$ cat config.mk
export PLATFORM = sky130hd
export DESIGN_NAME = fetch_queue_flat
export DESIGN_NICKNAME = d
export VERILOG_FILES = /design/src/rtl/fetch_queue_if.sv /design/src/rtl/fetch_queue.sv /design/src/flat_wrapper.sv
export SDC_FILE = /design/constraint.sdc
export NUM_CORES = 1
export LEC_CHECK = 0
export ABC_AREA = 1
export CORE_ASPECT_RATIO = 0.9
export CORE_MARGIN = 4
export CORE_UTILIZATION = 51
export DETAILED_ROUTE_END_ITERATION = 7
export GPL_TIMING_DRIVEN = 1
export PLACE_DENSITY = 0.74
export SYNTH_ARGS = -nofsm -noshare
export SYNTH_HDL_FRONTEND = slang
export SYNTH_SLANG_ARGS = --single-unit
$ cat constraint.sdc
create_clock -name clk -period 9.65 [get_ports clk]
set_input_delay 1.4475 -clock clk [delete_from_list [all_inputs] [get_ports clk]]
set_output_delay 1.4475 -clock clk [all_outputs]
set_load 0.01 [all_outputs]
$ cat src/rtl/fetch_queue_if.sv
// Fetch-queue bus bundle: redirect, instruction-memory request/response and decode handshake.
// master = fetch unit side, slave = PC/branch logic, memory and decode side.
interface fetch_queue_if #(
  parameter int unsigned XLEN = 32
);
  logic            redirect_valid;
  logic [XLEN-1:0] redirect_pc;
  logic            imem_req;
  logic [XLEN-1:0] imem_addr;
  logic            imem_gnt;
  logic            imem_rvalid;
  logic [XLEN-1:0] imem_rdata;
  logic            instr_valid;
  logic            instr_ready;
  logic [XLEN-1:0] instruction;
  logic [XLEN-1:0] instr_pc;

  modport master (
    input  redirect_valid, redirect_pc, imem_gnt, imem_rvalid, imem_rdata, instr_ready,
    output imem_req, imem_addr, instr_valid, instruction, instr_pc
  );

  modport slave (
    output redirect_valid, redirect_pc, imem_gnt, imem_rvalid, imem_rdata, instr_ready,
    input  imem_req, imem_addr, instr_valid, instruction, instr_pc
  );
endinterface

$ cat src/rtl/fetch_queue.sv
// In-order prefetch queue between PC/branch logic and decode, with redirect flush.
// Optional stall counter port enabled by defining FETCH_QUEUE_PERF_EN.
module fetch_queue #(
  parameter int unsigned    XLEN     = 32,
  parameter int unsigned    DEPTH    = 4,
  parameter logic [XLEN-1:0] RESET_PC = '0
) (
  input  logic               clk,
  input  logic               reset,
  fetch_queue_if.master      fq
`ifdef FETCH_QUEUE_PERF_EN
  ,
  output logic [31:0]        stall_cycles
`endif
);

  localparam int unsigned PTR_W  = $clog2(DEPTH);
  localparam int unsigned CNT_W  = PTR_W + 1;
  localparam int unsigned DISC_W = PTR_W + 2;

  logic [XLEN-1:0]  fetch_pc_q, fetch_pc_d;
  logic [XLEN-1:0]  slot_pc_q   [DEPTH];
  logic [XLEN-1:0]  slot_pc_d   [DEPTH];
  logic [XLEN-1:0]  slot_data_q [DEPTH];
  logic [XLEN-1:0]  slot_data_d [DEPTH];
  logic [DEPTH-1:0] filled_q, filled_d;
  logic [PTR_W-1:0] head_q, head_d, fill_q, fill_d, tail_q, tail_d;
  logic [CNT_W-1:0] count_q, count_d, pend_q, pend_d;
  logic [DISC_W-1:0] disc_q, disc_d;

  logic req, valid, alloc, drop, fill, pop;
  logic unused_pc_bits;

  assign unused_pc_bits = ^fq.redirect_pc[1:0];

  // Request, drain and next-state logic; redirect overrides allocate/fill/pop.
  always_comb begin
    req   = !reset && (count_q < CNT_W'(DEPTH)) && !fq.redirect_valid;
    valid = filled_q[head_q] && (count_q != '0);
    alloc = req && fq.imem_gnt;
    drop  = fq.imem_rvalid && (disc_q != '0);
    fill  = fq.imem_rvalid && (disc_q == '0) && (pend_q != '0);
    pop   = valid && fq.instr_ready;

    fq.imem_req    = req;
    fq.imem_addr   = fetch_pc_q;
    fq.instr_valid = valid;
    fq.instruction = slot_data_q[head_q];
    fq.instr_pc    = slot_pc_q[head_q];

    fetch_pc_d  = fetch_pc_q;
    slot_pc_d   = slot_pc_q;
    slot_data_d = slot_data_q;
    filled_d    = filled_q;
    head_d      = head_q;
    fill_d      = fill_q;
    tail_d      = tail_q;
    count_d     = count_q;
    pend_d      = pend_q;
    disc_d      = disc_q;

    if (fq.redirect_valid) begin
      fetch_pc_d = {fq.redirect_pc[XLEN-1:2], 2'b00};
      head_d     = '0;
      fill_d     = '0;
      tail_d     = '0;
      count_d    = '0;
      pend_d     = '0;
      filled_d   = '0;
      // Everything still owed by memory becomes garbage, minus a response landing now.
      disc_d     = disc_q + DISC_W'(pend_q) - DISC_W'(drop || fill);
    end else begin
      if (alloc) begin
        slot_pc_d[tail_q] = fetch_pc_q;
        filled_d[tail_q]  = 1'b0;
        tail_d            = tail_q + PTR_W'(1);
        fetch_pc_d        = fetch_pc_q + XLEN'(4);
      end
      if (drop) begin
        disc_d = disc_q - DISC_W'(1);
      end
      if (fill) begin
        slot_data_d[fill_q] = fq.imem_rdata;
        filled_d[fill_q]    = 1'b1;
        fill_d              = fill_q + PTR_W'(1);
      end
      if (pop) begin
        head_d = head_q + PTR_W'(1);
      end
      count_d = count_q + CNT_W'(alloc) - CNT_W'(pop);
      pend_d  = pend_q + CNT_W'(alloc) - CNT_W'(fill);
    end
  end

  always_ff @(posedge clk or posedge reset) begin
    if (reset) begin
      fetch_pc_q <= RESET_PC;
      for (int i = 0; i < int'(DEPTH); i++) begin
        slot_pc_q[i]   <= '0;
        slot_data_q[i] <= '0;
      end
      filled_q <= '0;
      head_q   <= '0;
      fill_q   <= '0;
      tail_q   <= '0;
      count_q  <= '0;
      pend_q   <= '0;
      disc_q   <= '0;
    end else begin
      fetch_pc_q  <= fetch_pc_d;
      slot_pc_q   <= slot_pc_d;
      slot_data_q <= slot_data_d;
      filled_q    <= filled_d;
      head_q      <= head_d;
      fill_q      <= fill_d;
      tail_q      <= tail_d;
      count_q     <= count_d;
      pend_q      <= pend_d;
      disc_q      <= disc_d;
    end
  end

`ifdef FETCH_QUEUE_PERF_EN
  logic [31:0] stall_q, stall_d;

  // Decode wanted an instruction but none was ready.
  always_comb begin
    stall_d = stall_q;
    if (fq.instr_ready && !valid && !fq.redirect_valid && (stall_q != 32'hFFFF_FFFF)) begin
      stall_d = stall_q + 32'd1;
    end
  end

  always_ff @(posedge clk or posedge reset) begin
    if (reset) stall_q <= '0;
    else       stall_q <= stall_d;
  end

  assign stall_cycles = stall_q;
`endif

  // A response with nothing outstanding is a memory protocol violation.
  a_no_orphan_rvalid: assert property (@(posedge clk) disable iff (reset)
    !(fq.imem_rvalid && (disc_q == '0) && (pend_q == '0)));

endmodule

$ cat src/flat_wrapper.sv
// flat-port wrapper written by rule: the top's interface ports become plain ports
module fetch_queue_flat 
#(
  parameter int unsigned    XLEN     = 32,
  parameter int unsigned    DEPTH    = 4,
  parameter logic [XLEN-1:0] RESET_PC = '0
)
  (clk, reset, fq_redirect_valid, fq_redirect_pc, fq_imem_gnt, fq_imem_rvalid, fq_imem_rdata, fq_instr_ready, fq_imem_req, fq_imem_addr, fq_instr_valid, fq_instruction, fq_instr_pc);
  fetch_queue_if #(.XLEN(XLEN)) fq_i ();
  input  logic clk;
  input  logic reset;
  input wire logic [$bits(fq_i.redirect_valid)-1:0] fq_redirect_valid;
  input wire logic [$bits(fq_i.redirect_pc)-1:0] fq_redirect_pc;
  input wire logic [$bits(fq_i.imem_gnt)-1:0] fq_imem_gnt;
  input wire logic [$bits(fq_i.imem_rvalid)-1:0] fq_imem_rvalid;
  input wire logic [$bits(fq_i.imem_rdata)-1:0] fq_imem_rdata;
  input wire logic [$bits(fq_i.instr_ready)-1:0] fq_instr_ready;
  output wire logic [$bits(fq_i.imem_req)-1:0] fq_imem_req;
  output wire logic [$bits(fq_i.imem_addr)-1:0] fq_imem_addr;
  output wire logic [$bits(fq_i.instr_valid)-1:0] fq_instr_valid;
  output wire logic [$bits(fq_i.instruction)-1:0] fq_instruction;
  output wire logic [$bits(fq_i.instr_pc)-1:0] fq_instr_pc;
  assign fq_i.redirect_valid = fq_redirect_valid;
  assign fq_i.redirect_pc = fq_redirect_pc;
  assign fq_i.imem_gnt = fq_imem_gnt;
  assign fq_i.imem_rvalid = fq_imem_rvalid;
  assign fq_i.imem_rdata = fq_imem_rdata;
  assign fq_i.instr_ready = fq_instr_ready;
  assign fq_imem_req = fq_i.imem_req;
  assign fq_imem_addr = fq_i.imem_addr;
  assign fq_instr_valid = fq_i.instr_valid;
  assign fq_instruction = fq_i.instruction;
  assign fq_instr_pc = fq_i.instr_pc;
  fetch_queue #(.XLEN(XLEN), .DEPTH(DEPTH), .RESET_PC(RESET_PC)) u_core (.clk(clk), .reset(reset), .fq(fq_i));
endmodule
## Word-level counts from Yosys, hierarchy flattened

Cells that the tools add are included.

- Add/sub/neg operators: 11
- Magnitude comparators: 11
- Mux-type cells: 34
- Bitwise logic cells: 7
- Reduce and logical (&&, ||, !) cells: 25

Operator list:

| kind | number |
|---|---|
| 128-bit bitwise mux | 2 |
| 32-bit 2-to-1 mux | 8 |
| 32-bit binary-select mux with 2-bit select | 2 |
| 32-bit demux with 2-bit select | 2 |
| 32-bit by 3-bit adder with 32-bit output, second input constant | 1 |
| 4-bit 2-to-1 mux | 6 |
| 1-bit logical AND | 12 |
| 2-bit 2-to-1 mux | 6 |
| 3-bit >= comparator, second input constant | 3 |
| 2-bit by 3-bit < comparator with 1-bit output, second input constant | 3 |
| 2-bit NOT with 3-bit output | 3 |
| 2-bit nonzero test | 4 |
| 2-bit by 1-bit adder with 2-bit output, second input constant | 3 |
| 3-bit by 1-bit adder with 3-bit output | 2 |
| 3-bit by 1-bit < comparator with 1-bit output, second input constant | 2 |
| 3-bit 2-to-1 mux | 2 |
| 3-bit nonzero test | 2 |
| 3-bit by 1-bit subtractor with 3-bit output | 2 |
| 4-bit by 3-bit adder with 4-bit output | 1 |
| 4-bit bitwise AND | 1 |
| 1-bit demux with 2-bit select | 2 |
| 2-bit by 1-bit >= comparator with 1-bit output, second input constant | 2 |
| 4-bit zero test | 1 |
| 4-bit NOT | 1 |
| other kinds (11) | 15 |

- Register bits: 308
- Input port bits: 70
- Word-level logic and storage cells: 104

## Longest topological paths before layout

- Depth after elaboration: 11
- Mapped depth: 15

## Worst setup path after synthesis

Ideal clock, no wire load.

- Kind: in2reg
- Start point: input port reset
- End point: register u_core.count_q[2]
- Library setup time: 0.132 ns
- Arrival time: 9.864 ns
- Path slack: -0.346 ns
- Cell stages on the path: 9
- Cells stage by stage: inv_1 > nand4_4 > clkinv_1 > buf_2 > ha_1 > inv_1 > fa_1 > xor2_1 > nor2_1

- Word-level cells in the longest chain between the ends: 7

Ends and longest elaborated chain:

| item | line | text |
|---|---|---|
| start: declaration | flat_wrapper.sv:11 | `input logic reset;` |
| 1-bit zero test | fetch_queue.sv:38 | `req = !reset && (count_q < CNT_W'(DEPTH)) && !fq.redirect_valid;` |
| 1-bit logical AND (2 in series) | fetch_queue.sv:38 |  |
| 1-bit logical AND | fetch_queue.sv:40 | `alloc = req && fq.imem_gnt;` |
| 3-bit by 1-bit adder with 3-bit output | fetch_queue.sv:90 | `count_d = count_q + CNT_W'(alloc) - CNT_W'(pop);` |
| 3-bit by 1-bit subtractor with 3-bit output | fetch_queue.sv:90 |  |
| 3-bit 2-to-1 mux | fetch_queue.sv:62 | `if (fq.redirect_valid) begin` |
| net u_core.count_d[2] | fetch_queue.sv:28 | `logic [CNT_W-1:0] count_q, count_d, pend_q, pend_d;` |
| end signal: assignment | fetch_queue.sv:117 | `count_q <= count_d;` |
| end: declaration | fetch_queue.sv:28 |  |

The timed path passes the listed nets, and every way through them passes these cells.
A chain may end at the register's enable or synchronous reset.

## Final worst setup path

- Start point: register u_core.head_q[0]
- End point: output port fq_instr_pc[19]

- Word-level cells in the longest chain between the ends: 4

Ends and longest elaborated chain:

| item | line | text |
|---|---|---|
| start: declaration | fetch_queue.sv:27 | `logic [PTR_W-1:0] head_q, head_d, fill_q, fill_d, tail_q, tail_d;` |
| start signal: assignment | fetch_queue.sv:103 | `head_q <= '0;` |
| start signal: assignment | fetch_queue.sv:114 | `head_q <= head_d;` |
| 2-bit NOT with 3-bit output (implied by the code) | fetch_queue.sv:49 | `fq.instr_pc = slot_pc_q[head_q];` |
| 32-bit binary-select mux with 2-bit select | fetch_queue.sv:49 |  |
| 32-bit 2-to-1 mux (implied by the code) (2 in series) | fetch_queue.sv:49 |  |
| end: declaration | flat_wrapper.sv:22 | `output wire logic [$bits(fq_i.instr_pc)-1:0] fq_instr_pc;` |

Every way passes these cells. The select of a mux whose other input is x is not followed.

==> PnR_summary.wiki <==
{| class="wikitable"
! Metric !! Value
|-
| Outcome || complete, no violations
|-
| Depth of the worst register-to-register path || 13
|-
| Root Driver || sky130_fd_sc_hd__clkbuf_16
|-
| Antenna Nets Post-Route || 0
|-
| Share of the clock period used by the worst path after layout || 55.6%
|-
| H-tree depth || 1
|-
| Part of the power in the clock network || 31.3%
|-
| Hold-critical path depth || 2
|-
| Layout-stage area growth over the synthesis result || 19.1%
|-
| Min-delay worst type || reg -> reg
|-
| Minimum period implied by the final worst setup slack || 5.36 ns
|-
| Post-route DRC violation count || 0
|-
| Switching share of power || roughly 28%
|-
| Ant. Diodes || 0
|-
| Initial Util || around 52%
|-
| Setup violations, final || 0
|-
| Hold Buf Count CTS || 0
|-
| Routability cong. || about 0.9
|-
| Post-synth top area cell || sky130_fd_sc_hd__dfrtp_1
|-
| TritonCTS clock tree || built
|-
| Transition time at the pin with the least slew margin || between 1 and 1.5 ns
|-
| First-pass GRT wire length || approximately 60,000 um
|-
| Maximum number of pins on one net before global-route repair || 89
|-
| Required time of the worst setup path || around 8 ns
|-
| Count of flip-flops with a built-in enable after synthesis || 0
|-
| Fraction of power consumed by combinational cells || 24.8%
|-
| IR drop worst, VDD || about 0.14 mV
|-
| RSZ-0062 raised after global routing || false
|-
| Synth Instances || 1,684
|-
| Lkg Pwr || around 7.6 nW
|-
| Synth top area cells || sky130_fd_sc_hd__dfrtp_1, sky130_fd_sc_hd__nand2_1, sky130_fd_sc_hd__o21ai_0
|-
| Power density relative to cell area || 220 nW/um^2
|-
| Worst setup EP type || output pin
|-
| HPWL reported at the end of detailed placement || 22,600 um
|-
| Number of clock sinks seen by CTS || between 200 and 300
|-
| Max-slew headroom || 20.8%
|-
| Maximum Capacitance Violations || 0
|-
| Largest buffer count on any clock path || 3
|-
| Clk_lat worst skew || 0.55 ns
|-
| Die Y || 166 um
|-
| Synth Cell Area || around 14,000 sq um
|-
| Number of antenna violations at the first check in global routing || 0
|-
| Critical path data arrival time || approximately 3.9 ns
|-
| Post-synth ARST share || 100%
|-
| Horizontal die dimension || 184 um
|-
| CP Class || reg -> out
|-
| Cell row count || 57
|-
| WL/cell || 17.1 um
|-
| Synth Flop Type || sky130_fd_sc_hd__dfrtp_1
|-
| Highest clock frequency the design can meet || about 190 MHz
|-
| Placed cell area || between 15,000 and 20,000 sq um
|-
| Hold Worst Slack || 0.477 ns
|-
| Via count of the routed design || between 10,000 and 15,000
|-
| Layout Nets || around 1,900
|-
| Post-Place Cells || 2,108
|-
| Total detailed-routing wirelength || about 37,000 um
|-
| Worst-path maximum fanout || 70
|-
| Number of register bits inferred by synthesis || 298
|-
| TritonRoute pass-1 iters || 6
|-
| Cell variety after synth || 32
|-
| Mean instance size in the synthesized netlist || about 8.4 sq um
|-
| Crit path launch || u_core.head_q[0]$_DFFE_PP0P_
|-
| CP startpoint kind || flop
|-
| Total setup buffers inserted after CTS || 0
|-
| Die Area || slightly above 30,000 sq um
|-
| Sequential share of power || between 40% and 50%
|-
| Pint || between 0.002 and 0.003 W
|-
| I/O pins || about 170
|-
| Placeable core region || approximately 27,000 sq um
|-
| Number of hold violations in the final report || 0
|-
| Fraction of the yosys area taken by sequential cells || 52.5%
|-
| Iter 0 DRT Violations || roughly 960
|-
| Vias in the first global route || 11,900
|-
| Proportion of netlist area held by the largest area contributor || approximately 53%
|-
| Worst flop-to-flop path startpoint || u_core.head_q[0]$_DFFE_PP0P_
|-
| Final instance area || about 17,000 sq um
|-
| Post_cts resized || 0
|-
| Source of the worst hold timing path || u_core.slot_data_q[32]$_DFFE_PP0P_
|-
| Setup Skew || about 0.02 ns
|-
| Number of buffers inserted during clock tree synthesis || 30
|-
| Final total negative setup slack || 0 ns
|-
| Cell Count, Final, Fillers Out || around 2,200
|-
| Fraction of final layout cells with drive strength greater than 1 || 4.32%
|-
| Global Route Usage Sum || 23.9%
|-
| Via density per instance || about 5.6
|-
| Overflow after GRT || 0
|-
| Synth Warn # || 0
|-
| Number of buffer cells added on primary ports || between 150 and 200
|-
| Total net switching power || approximately 0.0011 W
|-
| Clock slew at reported path FFs || 0.06 ns
|-
| Number of slew-limit violations in the final report || 0
|}
==> final cells by class <==
cell class / count / area [sq um]
Fill cell: 2292 / 10300
Sequential cell: 298 / 7460
Multi-Input combinational cell: 1167 / 5870
Timing Repair Buffer: 175 / 1710
Clock buffer: 48 / 940
Tap cell: 354 / 443
Inverter: 114 / 433
Clock inverter: 4 / 45.0
==> routing by layer <==
layer	global-route usage (%)	routed length, um
met1	35.0	16700
met2	37.7	16700
met3	3.50	2570
met4	6.11	912
met5	0	0
==> power groups by stage <==
| stage | clock [W] | combinational, W | sequential [W] |
|---|---|---|---|
| 6_report | 0.00116 | 0.000921 | 0.00163 |
| 3_5_place_dp | 0 | 0.000924 | 0.00165 |
| 3_3_place_gp | 0 | 0.000904 | 0.00164 |
| 2_1_floorplan | 0 | 0.000527 | 0.00162 |
| 4_1_cts | 0.00118 | 0.000935 | 0.00163 |
| 5_1_grt | 0.00123 | 0.00102 | 0.00166 |
==> path summary, 6_finish.rpt <==
| kind | slack [ns] | to |
|---|---|---|
| max | 4.29 | fq_instr_pc[19] |
| min | 0.48 | u_core.slot_data_q[32]$_DFFE_PP0P_ |
| max reg2reg | 6.11 | u_core.count_q[2]$_DFF_PP0_ |
| min reg2reg | 0.48 | u_core.slot_data_q[32]$_DFFE_PP0P_ |
| max in group asynchronous | 5.93 | u_core.head_q[0]$_DFFE_PP0P_ |
| min in group asynchronous | 1.48 | u_core.slot_pc_q[70]$_DFFE_PP0P_ |
==> registers in the layout, indices dropped and copies added (netlist names), 3 cells and up <==
| name | count |
|---|---|
| u_core.pend_q | 3 |
| u_core.count_q | 3 |
| u_core.slot_pc_q | 120 |
| u_core.slot_data_q | 128 |
| u_core.filled_q | 4 |
| u_core.disc_q | 4 |
| u_core.fq.imem_addr | 30 |
==> synth_stat cells (2+ instances only) <==
| master | n |
|---|---|
| sky130_fd_sc_hd__nand2_1 | 395 |
| sky130_fd_sc_hd__dfrtp_1 | 298 |
| sky130_fd_sc_hd__o21ai_0 | 276 |
| sky130_fd_sc_hd__nor2_1 | 179 |
| sky130_fd_sc_hd__o21a_1 | 116 |
| sky130_fd_sc_hd__inv_1 | 111 |
| sky130_fd_sc_hd__o22ai_1 | 63 |
| sky130_fd_sc_hd__clkbuf_1 | 52 |
| sky130_fd_sc_hd__nand3_1 | 52 |
| sky130_fd_sc_hd__buf_2 | 48 |
| sky130_fd_sc_hd__ha_1 | 21 |
| sky130_fd_sc_hd__a22oi_1 | 15 |
| sky130_fd_sc_hd__xor2_1 | 10 |
| sky130_fd_sc_hd__a21oi_1 | 8 |
| sky130_fd_sc_hd__o211ai_1 | 5 |
| sky130_fd_sc_hd__buf_4 | 4 |
| sky130_fd_sc_hd__nor2_2 | 4 |
| sky130_fd_sc_hd__o31ai_1 | 4 |
| sky130_fd_sc_hd__xnor2_1 | 4 |
| sky130_fd_sc_hd__buf_1 | 3 |
| sky130_fd_sc_hd__fa_1 | 3 |
| sky130_fd_sc_hd__and2_1 | 2 |
| sky130_fd_sc_hd__clkinv_1 | 2 |
==> worst max-delay path, cell delays in order (launching register included) <==
cell and delay [ns]:
sky130_fd_sc_hd__dfrtp_4 0.68, sky130_fd_sc_hd__clkinv_2 0.75, sky130_fd_sc_hd__buf_4 0.68, sky130_fd_sc_hd__o21ai_0 0.16
sky130_fd_sc_hd__o22ai_1 0.42, sky130_fd_sc_hd__clkdlybuf4s50_1 0.64
==> through the flow <==
stage	setup WS, ns	power (W)	util (%)
after floorplan	1.82	0.00215	-
after global placement	4.18	0.00254	58.6
after detailed placement	4.16	0.00257	58.6
after CTS	4.29	0.00374	62.2
after global routing	4.08	0.00392	62.2
final	4.29	0.00371	62.2
==> cells in the final DEF, fill, tap and decap left out, types with 2 or more instances in the layout <==
cell                              instances
sky130_fd_sc_hd__nand2_1                391
sky130_fd_sc_hd__dfrtp_1                296
sky130_fd_sc_hd__o21ai_0                276
sky130_fd_sc_hd__nor2_1                 179
sky130_fd_sc_hd__clkdlybuf4s50_1        160
sky130_fd_sc_hd__o21a_1                 116
sky130_fd_sc_hd__inv_1                  109
sky130_fd_sc_hd__o22ai_1                 63
sky130_fd_sc_hd__nand3_1                 52
sky130_fd_sc_hd__clkbuf_16               31
sky130_fd_sc_hd__ha_1                    21
sky130_fd_sc_hd__a22oi_1                 15
sky130_fd_sc_hd__buf_4                   14
sky130_fd_sc_hd__xor2_1                  10
sky130_fd_sc_hd__clkbuf_8                10
sky130_fd_sc_hd__a21oi_1                  8
sky130_fd_sc_hd__clkbuf_1                 7
sky130_fd_sc_hd__nand2_2                  5
sky130_fd_sc_hd__o211ai_1                 5
sky130_fd_sc_hd__nor2_4                   5
sky130_fd_sc_hd__xnor2_1                  4
sky130_fd_sc_hd__clkinv_2                 4
sky130_fd_sc_hd__o31ai_1                  4
sky130_fd_sc_hd__conb_1                   4
sky130_fd_sc_hd__fa_1                     3
sky130_fd_sc_hd__inv_2                    2
sky130_fd_sc_hd__and2_1                   2
==> logic make-up (layout without fill, tap and decap cells) <==
kind of cell / after synthesis / in the layout / synth area share, %
AO/OA/AOI/OAI: 488 / 488 / 20.3
XOR/XNOR: 14 / 14 / 0.864
adder cells (fa/ha/maj): 24 / 24 / 2.27
buffers and inverters: 222 / 341 / 6.41
flip-flops: 298 / 298 / 52.5
other: 1 / 4 / 0.0264
AND/OR/NAND/NOR: 637 / 637 / 17.6
Note: power is estimated with default switching activity, not from simulation.
